--- src/rtl/tmds_pkg.sv ---
// Shared TMDS definitions: control token constants, token decoding helpers
// and the aligner FSM state type.
package tmds_pkg;

    typedef logic [9:0] tmds_word_t;

    localparam tmds_word_t TOKEN_C00 = 10'h354;
    localparam tmds_word_t TOKEN_C01 = 10'h0AB;
    localparam tmds_word_t TOKEN_C10 = 10'h154;
    localparam tmds_word_t TOKEN_C11 = 10'h2AB;

    typedef enum logic {
        ST_SEARCH = 1'b0,
        ST_LOCKED = 1'b1
    } align_state_e;

    function automatic logic is_ctrl_token(input tmds_word_t w);
        return (w == TOKEN_C00) || (w == TOKEN_C01) ||
               (w == TOKEN_C10) || (w == TOKEN_C11);
    endfunction

    // Returns {C1,C0}; non-token words decode to 0.
    function automatic logic [1:0] token_to_ctrl(input tmds_word_t w);
        case (w)
            TOKEN_C00: return 2'b00;
            TOKEN_C01: return 2'b01;
            TOKEN_C10: return 2'b10;
            TOKEN_C11: return 2'b11;
            default:   return 2'b00;
        endcase
    endfunction

    function automatic logic [3:0] next_offset(input logic [3:0] off);
        return (off == 4'd9) ? 4'd0 : off + 4'd1;
    endfunction

endpackage

--- src/rtl/tmds_bit_shifter.sv ---
// Combinational 10:1 offset mux over the 20-bit window {current, previous};
// the previous word supplies the earliest (low) bits.
module tmds_bit_shifter
    import tmds_pkg::*;
(
    input  tmds_word_t cur_word_i,
    input  tmds_word_t prev_word_i,
    input  logic [3:0] offset_i,
    output tmds_word_t word_o
);

    logic [19:0] window;

    always_comb begin
        window = {cur_word_i, prev_word_i};
        // Offsets above 9 pass the current word straight through.
        case (offset_i)
            4'd0:    word_o = window[9:0];
            4'd1:    word_o = window[10:1];
            4'd2:    word_o = window[11:2];
            4'd3:    word_o = window[12:3];
            4'd4:    word_o = window[13:4];
            4'd5:    word_o = window[14:5];
            4'd6:    word_o = window[15:6];
            4'd7:    word_o = window[16:7];
            4'd8:    word_o = window[17:8];
            4'd9:    word_o = window[18:9];
            default: word_o = window[19:10];
        endcase
    end

endmodule

--- src/rtl/tmds_word_aligner.sv ---
// Per-channel TMDS word aligner: hunts for runs of control tokens at each bit
// offset, then locks and emits aligned symbols with decoded control bits.
module tmds_word_aligner
    import tmds_pkg::*;
#(
    parameter int CTRL_RUN       = 8,
    parameter int SEARCH_TIMEOUT = 2048,
    parameter int LOSS_TIMEOUT   = 65536
) (
    input  logic       clk_pixel,
    input  logic       reset_n,
    input  logic [9:0] raw_word,
    input  logic       raw_valid,
    output logic [9:0] aligned_word,
    output logic       aligned_valid,
    output logic       is_ctrl,
    output logic [1:0] ctrl,
    output logic       locked,
    output logic [3:0] offset,
    output logic       loss_pulse
);

    localparam int RUN_W   = $clog2(CTRL_RUN + 1);
    localparam int DWELL_W = $clog2(SEARCH_TIMEOUT);
    localparam int TIMER_W = $clog2(LOSS_TIMEOUT);

    localparam logic [RUN_W-1:0]   RUN_FULL   = RUN_W'(CTRL_RUN);
    localparam logic [DWELL_W-1:0] DWELL_LAST = DWELL_W'(SEARCH_TIMEOUT - 1);
    localparam logic [TIMER_W-1:0] TIMER_LAST = TIMER_W'(LOSS_TIMEOUT - 1);

    align_state_e       state_q;
    tmds_word_t         prev_q;
    tmds_word_t         aligned_word_q;
    logic               aligned_valid_q;
    logic               is_ctrl_q;
    logic [1:0]         ctrl_q;
    logic [3:0]         offset_q;
    logic               loss_pulse_q;
    logic [RUN_W-1:0]   run_q;
    logic [RUN_W-1:0]   run_d;
    logic [DWELL_W-1:0] dwell_q;
    logic [TIMER_W-1:0] timer_q;

    tmds_word_t candidate;
    logic       cand_is_token;

    tmds_bit_shifter u_shifter (
        .cur_word_i  (raw_word),
        .prev_word_i (prev_q),
        .offset_i    (offset_q),
        .word_o      (candidate)
    );

    assign cand_is_token = is_ctrl_token(candidate);

    always_comb begin
        // NOTE: every always_comb output gets a default first so no latch is inferred.
        run_d = run_q;
        if (raw_valid) begin
            if (!cand_is_token) begin
                run_d = '0;
            end else if (run_q != RUN_FULL) begin
                run_d = run_q + 1'b1;
            end
        end
    end

    // NOTE: all sequential state uses non-blocking assignments so every register samples pre-edge values.
    always_ff @(posedge clk_pixel or negedge reset_n) begin
        if (!reset_n) begin
            state_q         <= ST_SEARCH;
            prev_q          <= '0;
            aligned_word_q  <= '0;
            aligned_valid_q <= 1'b0;
            is_ctrl_q       <= 1'b0;
            ctrl_q          <= 2'b00;
            offset_q        <= 4'd0;
            loss_pulse_q    <= 1'b0;
            run_q           <= '0;
            dwell_q         <= '0;
            timer_q         <= '0;
        end else begin
            aligned_valid_q <= raw_valid;
            loss_pulse_q    <= 1'b0;
            if (raw_valid) begin
                prev_q         <= raw_word;
                aligned_word_q <= candidate;
                is_ctrl_q      <= cand_is_token;
                ctrl_q         <= token_to_ctrl(candidate);
                run_q          <= run_d;
                case (state_q)
                    ST_SEARCH: begin
                        if (run_d == RUN_FULL) begin
                            state_q <= ST_LOCKED;
                            dwell_q <= '0;
                            timer_q <= '0;
                        end else if (dwell_q == DWELL_LAST) begin
                            offset_q <= next_offset(offset_q);
                            dwell_q  <= '0;
                            run_q    <= '0;
                        end else begin
                            dwell_q <= dwell_q + 1'b1;
                        end
                    end
                    ST_LOCKED: begin
                        // A fresh full token run re-confirms the boundary.
                        if (run_d == RUN_FULL) begin
                            timer_q <= '0;
                        end else if (timer_q == TIMER_LAST) begin
                            state_q      <= ST_SEARCH;
                            loss_pulse_q <= 1'b1;
                            offset_q     <= next_offset(offset_q);
                            run_q        <= '0;
                            dwell_q      <= '0;
                            timer_q      <= '0;
                        end else begin
                            timer_q <= timer_q + 1'b1;
                        end
                    end
                    default: state_q <= ST_SEARCH;
                endcase
            end
        end
    end

    assign aligned_word  = aligned_word_q;
    assign aligned_valid = aligned_valid_q;
    assign is_ctrl       = is_ctrl_q;
    assign ctrl          = ctrl_q;
    assign locked        = (state_q == ST_LOCKED);
    assign offset        = offset_q;
    assign loss_pulse    = loss_pulse_q;

endmodule

--- config.mk ---
export PLATFORM = sky130hd
export DESIGN_NAME = tmds_word_aligner
export DESIGN_NICKNAME = d
export VERILOG_FILES = /design/src/rtl/tmds_pkg.sv /design/src/rtl/tmds_bit_shifter.sv /design/src/rtl/tmds_word_aligner.sv
export SDC_FILE = /design/constraint.sdc
export NUM_CORES = 1
export LEC_CHECK = 0
export BUFFER_PORTS_ARGS = -buffer_cell sky130_fd_sc_hd__buf_2
export CORE_MARGIN = 4
export CORE_UTILIZATION = 61
export CTS_BUF_LIST = sky130_fd_sc_hd__clkbuf_8
export DETAILED_ROUTE_END_ITERATION = 6
export PLACE_DENSITY = 0.89
export SLEW_MARGIN = 20
export SYNTH_ARGS = -nofsm -noshare
export SYNTH_HDL_FRONTEND = slang
export SYNTH_SLANG_ARGS = --single-unit
export TNS_END_PERCENT = 10
--- constraint.sdc ---
create_clock -name clk_pixel -period 7.9 [get_ports clk_pixel]
set_clock_uncertainty 0.1 [all_clocks]
set_input_delay 0.79 -clock clk_pixel [delete_from_list [all_inputs] [get_ports clk_pixel]]
set_output_delay 0.79 -clock clk_pixel [all_outputs]
set_load 0.005 [all_outputs]
==> out/qor.txt, run 1 <==
Setup Total Neg Slack: 0 ps
worst vdd ir: 0.156 mV
CTS Sinks: 61
CP Launch Type: flop
total number of vias: 3984
WS Path Type: reg -> reg
crit path DAT: 4250 ps
Fmax: 242 MHz
Yosys top cell by area: dfrtp_1
hold_buf cts: 0
cell count after synthesis: 487
sw frac: 29.4%
max-cap viol count: 0
RD Place Congestion: 0.971
max_slew headroom: 41.1%
Reg power frac: 46.3%
initial antenna violation count: 0
combinational share of power: 18.7%
dominant synthesized flop cell: dfrtp_1
Cell variety after synth: 79
Synth Warn #: 0
final hold violations: 0
die width: 92.7 microns
# setup viols final: 0
CP Max Fanout: 29
pin count of the biggest net entering global routing: 62
Die Ht: 92.7 microns
sw power: 0.000241 W
nets: 513
die area: 0.00860 sq mm
first-pass GRT wire length: 18.2 mm
row cnt: 30
DP HPWL: 7.25 mm
initial core utilization: 63.7%
clock buffer count from CTS: 9
Util after Layout: 67.9%
Worst Tran Pin Value: 877 ps
Routed Antenna Nets: 0
Tcrit/Tclk final: 52.3%
asr flop ratio synth: 100%
PortBufs: 32
DRC viols: 0
EDFF count, synth: 0
CP required: 8020 ps
Via-to-Cell Ratio: 6.68
antenna cells: 0
Clk Tree Root Cell: clkbuf_8
top cell type's share of synthesized area: 34.9%
Post-CTS Resized: 0
synthesized area: 0.00438 sq mm
worst skew pair latency: 340 ps
Avg Inst Size Synth: 8.99 sq um
core box area: 0.00687 sq mm
Synthesized Nets: 504
Pre-Repair DR Iteration Count: 5
Tot GR Track Use: 26.5%
layout cells sized above 1: 17.2%
Clock Pin Slew Worst Setup and Hold Paths: 60 ps
Area Growth Syn to Fin: 6.46%
Worst Hold Class: reg -> reg
CTS tree: built
Congestion Overflow GR: 0
Pwr Density: 176 mW/mm^2
outcome: completed
Final Critical Period: 4130 ps
Clk network pwr share: 34.9%
sequential share of the synthesized area: 34.9%
setup bufs post-CTS: 0
fin. max-slew vios: 0
commonest cells after routing, fill and taps aside: dfrtp_1 (61), nor2_1 (36), a21oi_1 (33), buf_2 (32), nand2_1 (27)
Routed WL: 11.0 mm
dpl ws: 3670 ps
Critical Path Sink Type: flop
RSZ-0062 raised after global routing: no
worst setup margin: 3770 ps
Final Power: 0.000821 W
Yosys reg bits: 61
vias in the first global route: 3681
Synth area leaders: dfrtp_1 (35%), mux2_2 (4.1%), a21oi_1 (3.8%)
starting DRC count in detailed routing: 455
clock tree buffer depth: 2
Internal: 0.000579 W
# IOs: 33
Hold WS: 394 ps
Lkg Pwr: 2.03 nW
DR WL/cell: 18.4 microns
htree depth: 3
most common cell after layout, fill and taps aside: dfrtp_1
[cell usage after synthesis, types with 4 or more instances]
cell type,count
dfrtp_1,61
nor2_1,36
a21oi_1,33
nand2_1,27
o21ai_0,26
mux2_2,16
and3_1,15
inv_1,14
clkbuf_1,12
nand3_1,12
mux2i_1,11
nand2b_1,10
buf_2,9
buf_4,9
nand3b_1,9
nor3_1,9
xor2_1,9
a21o_1,8
a211o_1,7
a31oi_1,7
and2_1,7
buf_6,7
o21ai_1,7
a211oi_1,6
nand4_1,6
o2111ai_1,6
nor2b_1,5
nor3b_1,5
o211ai_1,5
a32o_1,4
and4b_1,4
ha_1,4
o221ai_1,4
o22ai_1,4
[cells by family after synthesis]
group                      synth area share, %
muxes                                     7.14
DFF                                       34.9
xor gates and xnor gates                  2.40
adders and majority gates                 1.14
AOI/OAI and AO/OA                         23.8
buffers and inverters                     6.94
and+or+nand+nor                           23.7
[worst max-delay path: stages, from the launching register on]
cell,delay [ps]
dfrtp_1,710
buf_4,390
nor3b_2,130
a32o_1,290
nor4_1,420
nand2_1,200
nor3_1,230
a32o_1,670
or2_1,460
nor2_1,120
mux2_2,280
[power by group through the flow]
| stage | logic [W] | clock network, W | registers (W) |
|---|---|---|---|
| finish | 0.000154 | 0.000287 | 0.000380 |
| global route | 0.000169 | 0.000306 | 0.000384 |
| CTS | 0.000152 | 0.000290 | 0.000379 |
| detailed placement | 0.000149 | 0 | 0.000383 |
| global placement | 0.000143 | 0 | 0.000381 |
| floorplan | 0.000110 | 0 | 0.000373 |
[final cells by class]
| type | instances | area (sq um) |
|---|---|---|
| repair buffers | 37 | 198 |
| clock buffers | 12 | 165 |
| fillers | 518 | 2210 |
| flip-flops and latches | 61 | 1530 |
| inverters | 16 | 60.1 |
| well taps | 96 | 120 |
| multi-input cells | 371 | 2550 |
| clock inverters | 3 | 43.8 |
[worst paths after layout]
check                                            start                     endpoint  slack, ps  cells after the start
max in group asynchronous                      reset_n        prev_q[1]$_DFFE_PN0P_       6720                      2
hold / removal             aligned_word[0]$_DFFE_PN0P_  aligned_word[0]$_DFFE_PN0P_        390                      1
setup / recovery                 offset[1]$_DFFE_PN0P_       timer_q[0]$_DFFE_PN0P_       3770                     10
setup reg to reg                 offset[1]$_DFFE_PN0P_       timer_q[0]$_DFFE_PN0P_       3770                     10
hold reg to reg            aligned_word[0]$_DFFE_PN0P_  aligned_word[0]$_DFFE_PN0P_        390                      1
min in group asynchronous                      reset_n         run_q[1]$_DFFE_PN0P_        490                      2
[layer usage]
layer  track usage [%]  up-vias  part of all wire (%)
li1                  -     1844                     -
met1              36.4     1881                    43
met2              40.1      233                    46
met3              6.58       26                   9.0
met4              10.7        0                   2.1
met5                 0        -                     0
[state kept, by name, indices dropped and copies added (netlist names), 2 cells and up]
register      flops
run_q             4
prev_q           10
aligned_word     10
dwell_q          11
ctrl              2
timer_q          16
offset            4
[per-stage QoR]
stage | instance area [sq um] | std cells
after floorplan | 4380 | 487
final | 4660 | 596
after global routing | 4660 | 596
after detailed placement | 4450 | 581
after global placement | 4450 | 581
after CTS | 4660 | 596
Power figures use the tool's default switching activity.
==> run 2: changes to the inputs <==
--- a/config.mk
+++ b/config.mk
@@ -5,12 +5,13 @@
 export SDC_FILE = /design/constraint.sdc
 export NUM_CORES = 1
 export LEC_CHECK = 0
+export ABC_AREA = 1
 export BUFFER_PORTS_ARGS = -buffer_cell sky130_fd_sc_hd__buf_2
 export CORE_MARGIN = 4
-export CORE_UTILIZATION = 61
+export CORE_UTILIZATION = 57
 export CTS_BUF_LIST = sky130_fd_sc_hd__clkbuf_8
 export DETAILED_ROUTE_END_ITERATION = 6
-export PLACE_DENSITY = 0.89
+export PLACE_DENSITY = 0.87
 export SLEW_MARGIN = 20
 export SYNTH_ARGS = -nofsm -noshare
 export SYNTH_HDL_FRONTEND = slang
==> constraint.sdc (replaced) <==
create_clock -name clk_pixel -period 3.75 [get_ports clk_pixel]
set_clock_uncertainty 0.1 [all_clocks]
set_input_delay 0.375 -clock clk_pixel [delete_from_list [all_inputs] [get_ports clk_pixel]]
set_output_delay 0.375 -clock clk_pixel [all_outputs]
set_load 0.005 [all_outputs]
==> run 2 against run 1 <==
Effect of this change:
- setup slack got worse by 3200 ps
- combinational power increased to 8.2 times the previous value
- synthesized area is 3.7% lower
- global-route usage grew 0.67 points
- worst hold slack worse by 350 ps
- synthesized cell count rose by 35%
- largest cell class unchanged
- largest power group is now combinational logic
==> out/qor.txt, run 2 <==
outcome: completed (unchanged)
simple-gate portion of the synthesized area: 40.1% (was 23.7%)
post-synthesis mux area share: 0% (was 7.14%)
dominant synthesized flop cell: dfrtp_1 (unchanged)
Fmax: 316 MHz (was 242 MHz)
WS Path Type: reg -> reg (unchanged)
CP delay by family, top: simple AND/OR/NAND/NOR gates (unchanged)
starting DRC count in detailed routing: 322 (was 455)
total number of vias: 4368 (was 3984)
nets: 703 (was 513)
final hold violations: 0 (unchanged)
RD Place Congestion: 1.00 (was 0.971)
Largest regs: timer_q: 16 flops, dwell_q: 11 flops (unchanged)
die area: 0.00884 sq mm (was 0.00860 sq mm)
Hold WS: 39.9 ps (was 394 ps)
Pwr Density: 584 mW/mm^2 (was 176 mW/mm^2)
Avg Inst Size Synth: 6.43 sq um (was 8.99 sq um)
CP peak stage delay: 460 ps (was 710 ps)
r2r setup slk: 580 ps (was 3770 ps)
initial core utilization: 58.4% (was 63.7%)
Worst Hold Class: in -> async (was reg -> reg)
Yosys reg bits: 61 (unchanged)
commonest cells after routing, fill and taps aside: nand2_1 (222), nor2_1 (80), inv_1 (69), dfrtp_1 (61), nand3_1 (53) (was dfrtp_1 (61), nor2_1 (36), a21oi_1 (33), buf_2 (32), nand2_1 (27))
Pre-Repair DR Iteration Count: 5 (unchanged)
antenna cells: 0 (unchanged)
Clk Tree Root Cell: clkbuf_8 (unchanged)
# setup viols final: 0 (unchanged)
worst skew pair latency: 350 ps (was 340 ps)
Tot GR Track Use: 27.2% (was 26.5%)
DP HPWL: 8.17 mm (was 7.25 mm)
first-pass GRT wire length: 18.9 mm (was 18.2 mm)
Via-to-Cell Ratio: 5.53 (was 6.68)
sequential share of the synthesized area: 36.2% (was 34.9%)
Cell variety after synth: 37 (was 79)
worst vdd ir: 0.306 mV (was 0.156 mV)
# IOs: 33 (unchanged)
row cnt: 31 (was 30)
vias in the first global route: 4103 (was 3681)
Synthesized Nets: 673 (was 504)
core box area: 0.00721 sq mm (was 0.00687 sq mm)
Synth Warn #: 0 (unchanged)
initial antenna violation count: 0 (unchanged)
main combinational cell family by area after synthesis: simple AND/OR/NAND/NOR gates (was compound AO/OA/AOI/OAI gates)
htree depth: 3 (unchanged)
CTS tree: built (unchanged)
most common cell after layout, fill and taps aside: nand2_1 (was dfrtp_1)
EDFF count, synth: 0 (unchanged)
clock tree buffer depth: 2 (unchanged)
PortBufs: 32 (unchanged)
Die Ht: 94.0 microns (was 92.7 microns)
max-cap viol count: 0 (unchanged)
clock buffer count from CTS: 9 (unchanged)
Area Growth Syn to Fin: 9.91% (was 6.46%)
Synth Area in Adders: 1.19% (was 1.14%)
Clock Pin Slew Worst Setup and Hold Paths: 80 ps (was 60 ps)
Synth area leaders: dfrtp_1 (36%), nand2_1 (20%), nor2_1 (7.1%) (was dfrtp_1 (35%), mux2_2 (4.1%), a21oi_1 (3.8%))
count leader, synth: nand2_1 (was dfrtp_1)
cell count after synthesis: 656 (was 487)
layout cells sized above 1: 12.3% (was 17.2%)
CP required: 3910 ps (was 8020 ps)
fin. max-slew vios: 0 (unchanged)
hold_buf cts: 0 (unchanged)
CP Max Fanout: 24 (was 29)
Synth Area in Compound Gates: 10.6% (was 23.8%)
pin count of the biggest net entering global routing: 40 (was 62)
Lkg Pwr: 2.29 nW (was 2.03 nW)
xor/xnor share of the synthesized area: 2.28% (was 2.40%)
die width: 94.0 microns (was 92.7 microns)
Routed WL: 11.2 mm (was 11.0 mm)
synthesized area: 0.00422 sq mm (was 0.00438 sq mm)
Commonest cells post-synth: nand2_1 (222), nor2_1 (80), inv_1 (69), dfrtp_1 (61), nand3_1 (53) (was dfrtp_1 (61), nor2_1 (36), a21oi_1 (33), nand2_1 (27), o21ai_0 (26))
DR WL/cell: 14.2 microns (was 18.4 microns)
DRC viols: 0 (unchanged)
Final Power: 0.00271 W (was 0.000821 W)
setup bufs post-CTS: 0 (unchanged)
CP max-delay cell: dfrtp_1 (unchanged)
Worst path most repeated cell: nand2_1 (was a32o_1)
max_slew headroom: 39.9% (was 41.1%)
RSZ-0062 raised after global routing: no (unchanged)
Post-CTS Resized: 0 (unchanged)
CP Launch Type: flop (unchanged)
Tcrit/Tclk final: 84.4% (was 52.3%)
max reg flops: 16 (unchanged)
Congestion Overflow GR: 0 (unchanged)
Setup Total Neg Slack: 0 ps (unchanged)
crit path DAT: 3330 ps (was 4250 ps)
CTS Sinks: 61 (unchanged)
worst path buffer plus inverter count: 1 (unchanged)
Final Critical Period: 3170 ps (was 4130 ps)
Critical Path Sink Type: flop (unchanged)
Biggest register: timer_q (unchanged)
Worst Tran Pin Value: 901 ps (was 877 ps)
Routed Antenna Nets: 0 (unchanged)
Yosys top cell by area: dfrtp_1 (unchanged)
top cell type's share of synthesized area: 36.2% (was 34.9%)
CP cell instances: inv_2, nand2_1, nor2_2, nand2_1, nand2_1, nor2_1, nand4_1, nand2_1, nor2_1, nand4_1, nand2_2, nand2_1, nand2_1, nand3_2, nand2_1, nand2_2, o21ai_1 (was buf_4, nor3b_2, a32o_1, nor4_1, nand2_1, nor3_1, a32o_1, or2_1, nor2_1, mux2_2)
asr flop ratio synth: 100% (unchanged)
## run 2: layout make-up
type	count	area, sq um
Timing Repair Buffer	41	228
Clock inverter	7	48.8
Tap cell	99	124
Multi-Input combinational cell	494	2290
Fill cell	668	2580
Sequential cell	61	1530
Clock buffer	9	124
Inverter	79	297
## run 2: cell families (layout without fill, tap and decap cells)
group | after synthesis | count (layout)
xor gates and xnor gates | 11 | 11
adders and majority gates | 4 | 4
DFF | 61 | 61
AOI/OAI and AO/OA | 80 | 80
buffers and inverters | 101 | 136
and+or+nand+nor | 399 | 399
## run 2: stage by stage
step                      area, sq um  setup WS (ps)  util [%]  std cells
after floorplan                  4220           1210         -        656
after global routing             4630            215      64.2        790
final                            4630            583      64.2        790
after global placement           4460            837      61.8        774
after detailed placement         4460            704      61.8        774
after CTS                        4630            663      64.2        790
## run 2: final timing paths
| check | endpoint | cells after the start | start |
|---|---|---|---|
| max in group asynchronous | timer_q[12]$_DFFE_PN0P_ | 2 | reset_n |
| setup reg to reg | timer_q[10]$_DFFE_PN0P_ | 17 | offset[2]$_DFFE_PN0P_ |
| min in group clk_pixel | prev_q[9]$_DFFE_PN0P_ | 3 | raw_word[9] |
| hold reg to reg | aligned_word[0]$_DFFE_PN0P_ | 2 | aligned_word[0]$_DFFE_PN0P_ |
| setup / recovery | timer_q[10]$_DFFE_PN0P_ | 17 | offset[2]$_DFFE_PN0P_ |
| hold / removal | prev_q[8]$_DFFE_PN0P_ | 1 | reset_n |
## run 2: metal layers
metal	part of all wire [%]	vias to the layer above	track usage (%)
li1	-	2137	-
met1	41	2006	34.2
met2	48	173	44.2
met3	6.9	52	6.25
met4	4.1	0	12.3
met5	0	-	0
## run 2: power breakdown
group,internal (W),leakage [nW],switching [W]
Clock,0.000242,0.0898,0.000294
Combinational,0.000407,1.40,0.000857
Sequential,0.000780,0.800,0.000126
==> run 3: changes to the inputs <==
--- a/config.mk
+++ b/config.mk
@@ -8,10 +8,10 @@
 export ABC_AREA = 1
 export BUFFER_PORTS_ARGS = -buffer_cell sky130_fd_sc_hd__buf_2
 export CORE_MARGIN = 4
-export CORE_UTILIZATION = 57
+export CORE_UTILIZATION = 61
 export CTS_BUF_LIST = sky130_fd_sc_hd__clkbuf_8
 export DETAILED_ROUTE_END_ITERATION = 6
-export PLACE_DENSITY = 0.87
+export PLACE_DENSITY = 0.89
 export SLEW_MARGIN = 20
 export SYNTH_ARGS = -nofsm -noshare
 export SYNTH_HDL_FRONTEND = slang
==> constraint.sdc (replaced) <==
create_clock -name clk_pixel -period 3 [get_ports clk_pixel]
set_clock_uncertainty 0.1 [all_clocks]
set_input_delay 0.3 -clock clk_pixel [delete_from_list [all_inputs] [get_ports clk_pixel]]
set_output_delay 0.3 -clock clk_pixel [all_outputs]
set_load 0.005 [all_outputs]
==> run 3 against run 2 <==
Effect of this change:
- fmax up 3.8%
- critical path type unchanged
- worst hold slack better by 41 ps
- largest cell class unchanged
- highest routed layer unchanged
- the flow now finishes with violations (setup timing)
- sequential power up 29%
- clock power up 28%
- sequential share of layout area down 3.5 points
- die area down 6.0%
- utilization up 13 points
- cell count up 2.5%
- power up 46%
- wire length up 17%
- non-clock buffer count up 36
==> out/qor.txt, run 3 (synthesis results as in run 2) <==
clock buffer count from CTS: 9 (unchanged)
PortBufs: 32 (unchanged)
Hold WS: 81.2 ps (was 39.9 ps)
initial antenna violation count: 0 (unchanged)
vias in the first global route: 4206 (was 4103)
DR WL/cell: 16.2 microns (was 14.2 microns)
Lkg Pwr: 2.57 nW (was 2.29 nW)
Worst Hold Launch: raw_word[9]
Area Growth Syn to Fin: 23.4% (was 9.91%)
Via-to-Cell Ratio: 5.89 (was 5.53)
max reg flops: 16 (unchanged)
failing checks: setup timing
worst vdd ir: 0.416 mV (was 0.306 mV)
Worst Hold Class: in -> reg (was in -> async)
initial core utilization: 62.4% (was 58.4%)
DP HPWL: 8.34 mm (was 8.17 mm)
R2R Path End: dwell_q[3]$_DFFE_PN0P_ (was timer_q[10]$_DFFE_PN0P_)
dpl ws: 7.34 ps (was 704 ps)
Final Critical Period: 3050 ps (was 3170 ps)
WHS Path Cells: 3
die area: 0.00831 sq mm (was 0.00884 sq mm)
antenna cells: 0 (unchanged)
Fmax: 328 MHz (was 316 MHz)
Biggest register: timer_q (unchanged)
CTS Sinks: 61 (unchanged)
worst setup margin: -49.2 ps (was 583 ps)
WHS Endpoint: prev_q[9]$_DFFE_PN0P_
Congestion Overflow GR: 0 (unchanged)
# IOs: 33 (unchanged)
nets: 742 (was 703)
worst skew pair latency: 350 ps (about the same)
RSZ-0062 raised after global routing: yes (was no)
CTS tree: built (unchanged)
CP Launch Type: flop (unchanged)
Routed WL: 13.1 mm (was 11.2 mm)
Layout Cells excl Fill: 810 (was 790)
Critical Path Sink Type: flop (unchanged)
CP Max Fanout: 8 (was 24)
max-cap viol count: 0 (unchanged)
# fillers: 491 (was 668)
r2r setup slk: -50 ps (was 580 ps)
Pre-Repair DR Iteration Count: 5 (unchanged)
core box area: 0.00676 sq mm (was 0.00721 sq mm)
layout cells sized above 1: 23.0% (was 12.3%)
Tcrit/Tclk final: 102% (was 84.4%)
DRC viols: 0 (unchanged)
Die Ht: 91.1 microns (was 94.0 microns)
Routed Antenna Nets: 0 (unchanged)
Largest regs: timer_q: 16 flops, dwell_q: 11 flops (unchanged)
pin count of the biggest net entering global routing: 38 (was 40)
RD Place Congestion: 0.981 (was 1.00)
WS Path Type: reg -> reg (unchanged)
R2R depth: 22 (was 17)
Worst Tran Pin Value: 648 ps (was 901 ps)
starting DRC count in detailed routing: 562 (was 322)
fin. max-slew vios: 0 (unchanged)
crit path DAT: 3230 ps (was 3330 ps)
CP required: 3180 ps (was 3910 ps)
commonest cells after routing, fill and taps aside: nand2_1 (204), inv_1 (67), nor2_1 (64), dfrtp_1 (57), nand3_1 (50) (was nand2_1 (222), nor2_1 (80), inv_1 (69), dfrtp_1 (61), nand3_1 (53))
die width: 91.1 microns (was 94.0 microns)
total number of vias: 4768 (was 4368)
final hold violations: 0 (unchanged)
placed cells: 764 (was 774)
Pwr Density: 761 mW/mm^2 (was 584 mW/mm^2)
Clk Tree Root Cell: clkbuf_8 (unchanged)
Clock Pin Slew Worst Setup and Hold Paths: 80 ps (about the same)
Final Power: 0.00396 W (was 0.00271 W)
htree depth: 3 (unchanged)
outcome: complete, but fails checks (was completed)
# setup viols final: 15 (was 0)
first-pass GRT wire length: 19.4 mm (was 18.9 mm)
row cnt: 30 (was 31)
Reg-to-Reg Start: offset[3]$_DFFE_PN0P_ (was offset[2]$_DFFE_PN0P_)
Tot GR Track Use: 28.4% (was 27.2%)
most common cell after layout, fill and taps aside: nand2_1 (unchanged)
clock tree buffer depth: 2 (unchanged)
max_slew headroom: 56.4% (was 39.9%)
-- run 3: where the power goes --
group          total (W)  internal [W]  leakage [nW]  switching [W]
sequential       0.00117      0.000980         0.796       0.000191
combinational    0.00210      0.000779          1.69        0.00132
clock           0.000686      0.000302        0.0898       0.000384
total            0.00396       0.00206          2.57        0.00190
-- run 3: through the flow --
step | instance area (sq um) | TNS (ps) | util [%]
after floorplan | 4220 | 0 | -
after global placement | 4520 | 0 | 66.9
after detailed placement | 4520 | 0 | 66.9
after CTS | 4700 | 0 | 69.6
after global routing | 5200 | -2980 | 77.0
final | 5200 | -377 | 77.0
-- run 3: cell type report --
class                           instances  area (sq um)  area share (%)
Tap cell                               80           100            1.92
Clock buffer                            9           124            2.38
Sequential cell                        61          1530            29.4
Clock inverter                          7          48.8           0.938
Inverter                               79           307            5.89
Multi-Input combinational cell        497          2530            48.6
Timing Repair Buffer                   77           564            10.8
-- run 3: critical path: stages (launching register included) --
cell	delay (ps)
dfrtp_2	500
inv_4	130
nand2_4	60
buf_4	140
nor2_4	150
buf_6	140
nand2_1	50
o21ai_1	90
inv_2	50
nand3_2	70
nor2_2	60
nor2_1	190
nand4_1	220
nand2_4	170
nand2_4	70
nand2_4	80
nand3_4	140
nand2_4	130
nand2_4	70
nand2_4	140
buf_12	130
nand2_1	50
o21ai_1	60
-- run 3: how the worst max path moves through the flow --
stage,depth (start not counted),start,endpoint
2_1_floorplan,19,offset[3]$_DFFE_PN0P_,offset[0]$_DFFE_PN0P_
4_1_cts,20,offset[3]$_DFFE_PN0P_,offset[0]$_DFFE_PN0P_
5_1_grt,21,offset[3]$_DFFE_PN0P_,timer_q[1]$_DFFE_PN0P_
6_report,22,offset[3]$_DFFE_PN0P_,dwell_q[3]$_DFFE_PN0P_
3_5_place_dp,17,offset[0]$_DFFE_PN0P_,offset[0]$_DFFE_PN0P_
3_3_place_gp,17,offset[0]$_DFFE_PN0P_,offset[0]$_DFFE_PN0P_
-- run 3: repair_timing --
action	CTS	global route
pin swaps	0	33
cloned	0	6
setup buffers	0	23
resized for setup	1	83
hold endpoints to repair	22	0
hold buffers	1	0
setup endpoints to repair	1	32
-- run 3: routing by layer --
| layer | up-vias | part of all wire [%] | GRT usage, % |
|---|---|---|---|
| li1 | 2224 | - | - |
| met2 | 260 | 47 | 47.5 |
| met3 | 60 | 8.0 | 5.39 |
| met1 | 2224 | 41 | 36.3 |
| met5 | - | 0 | 0 |
| met4 | 0 | 3.9 | 10.8 |
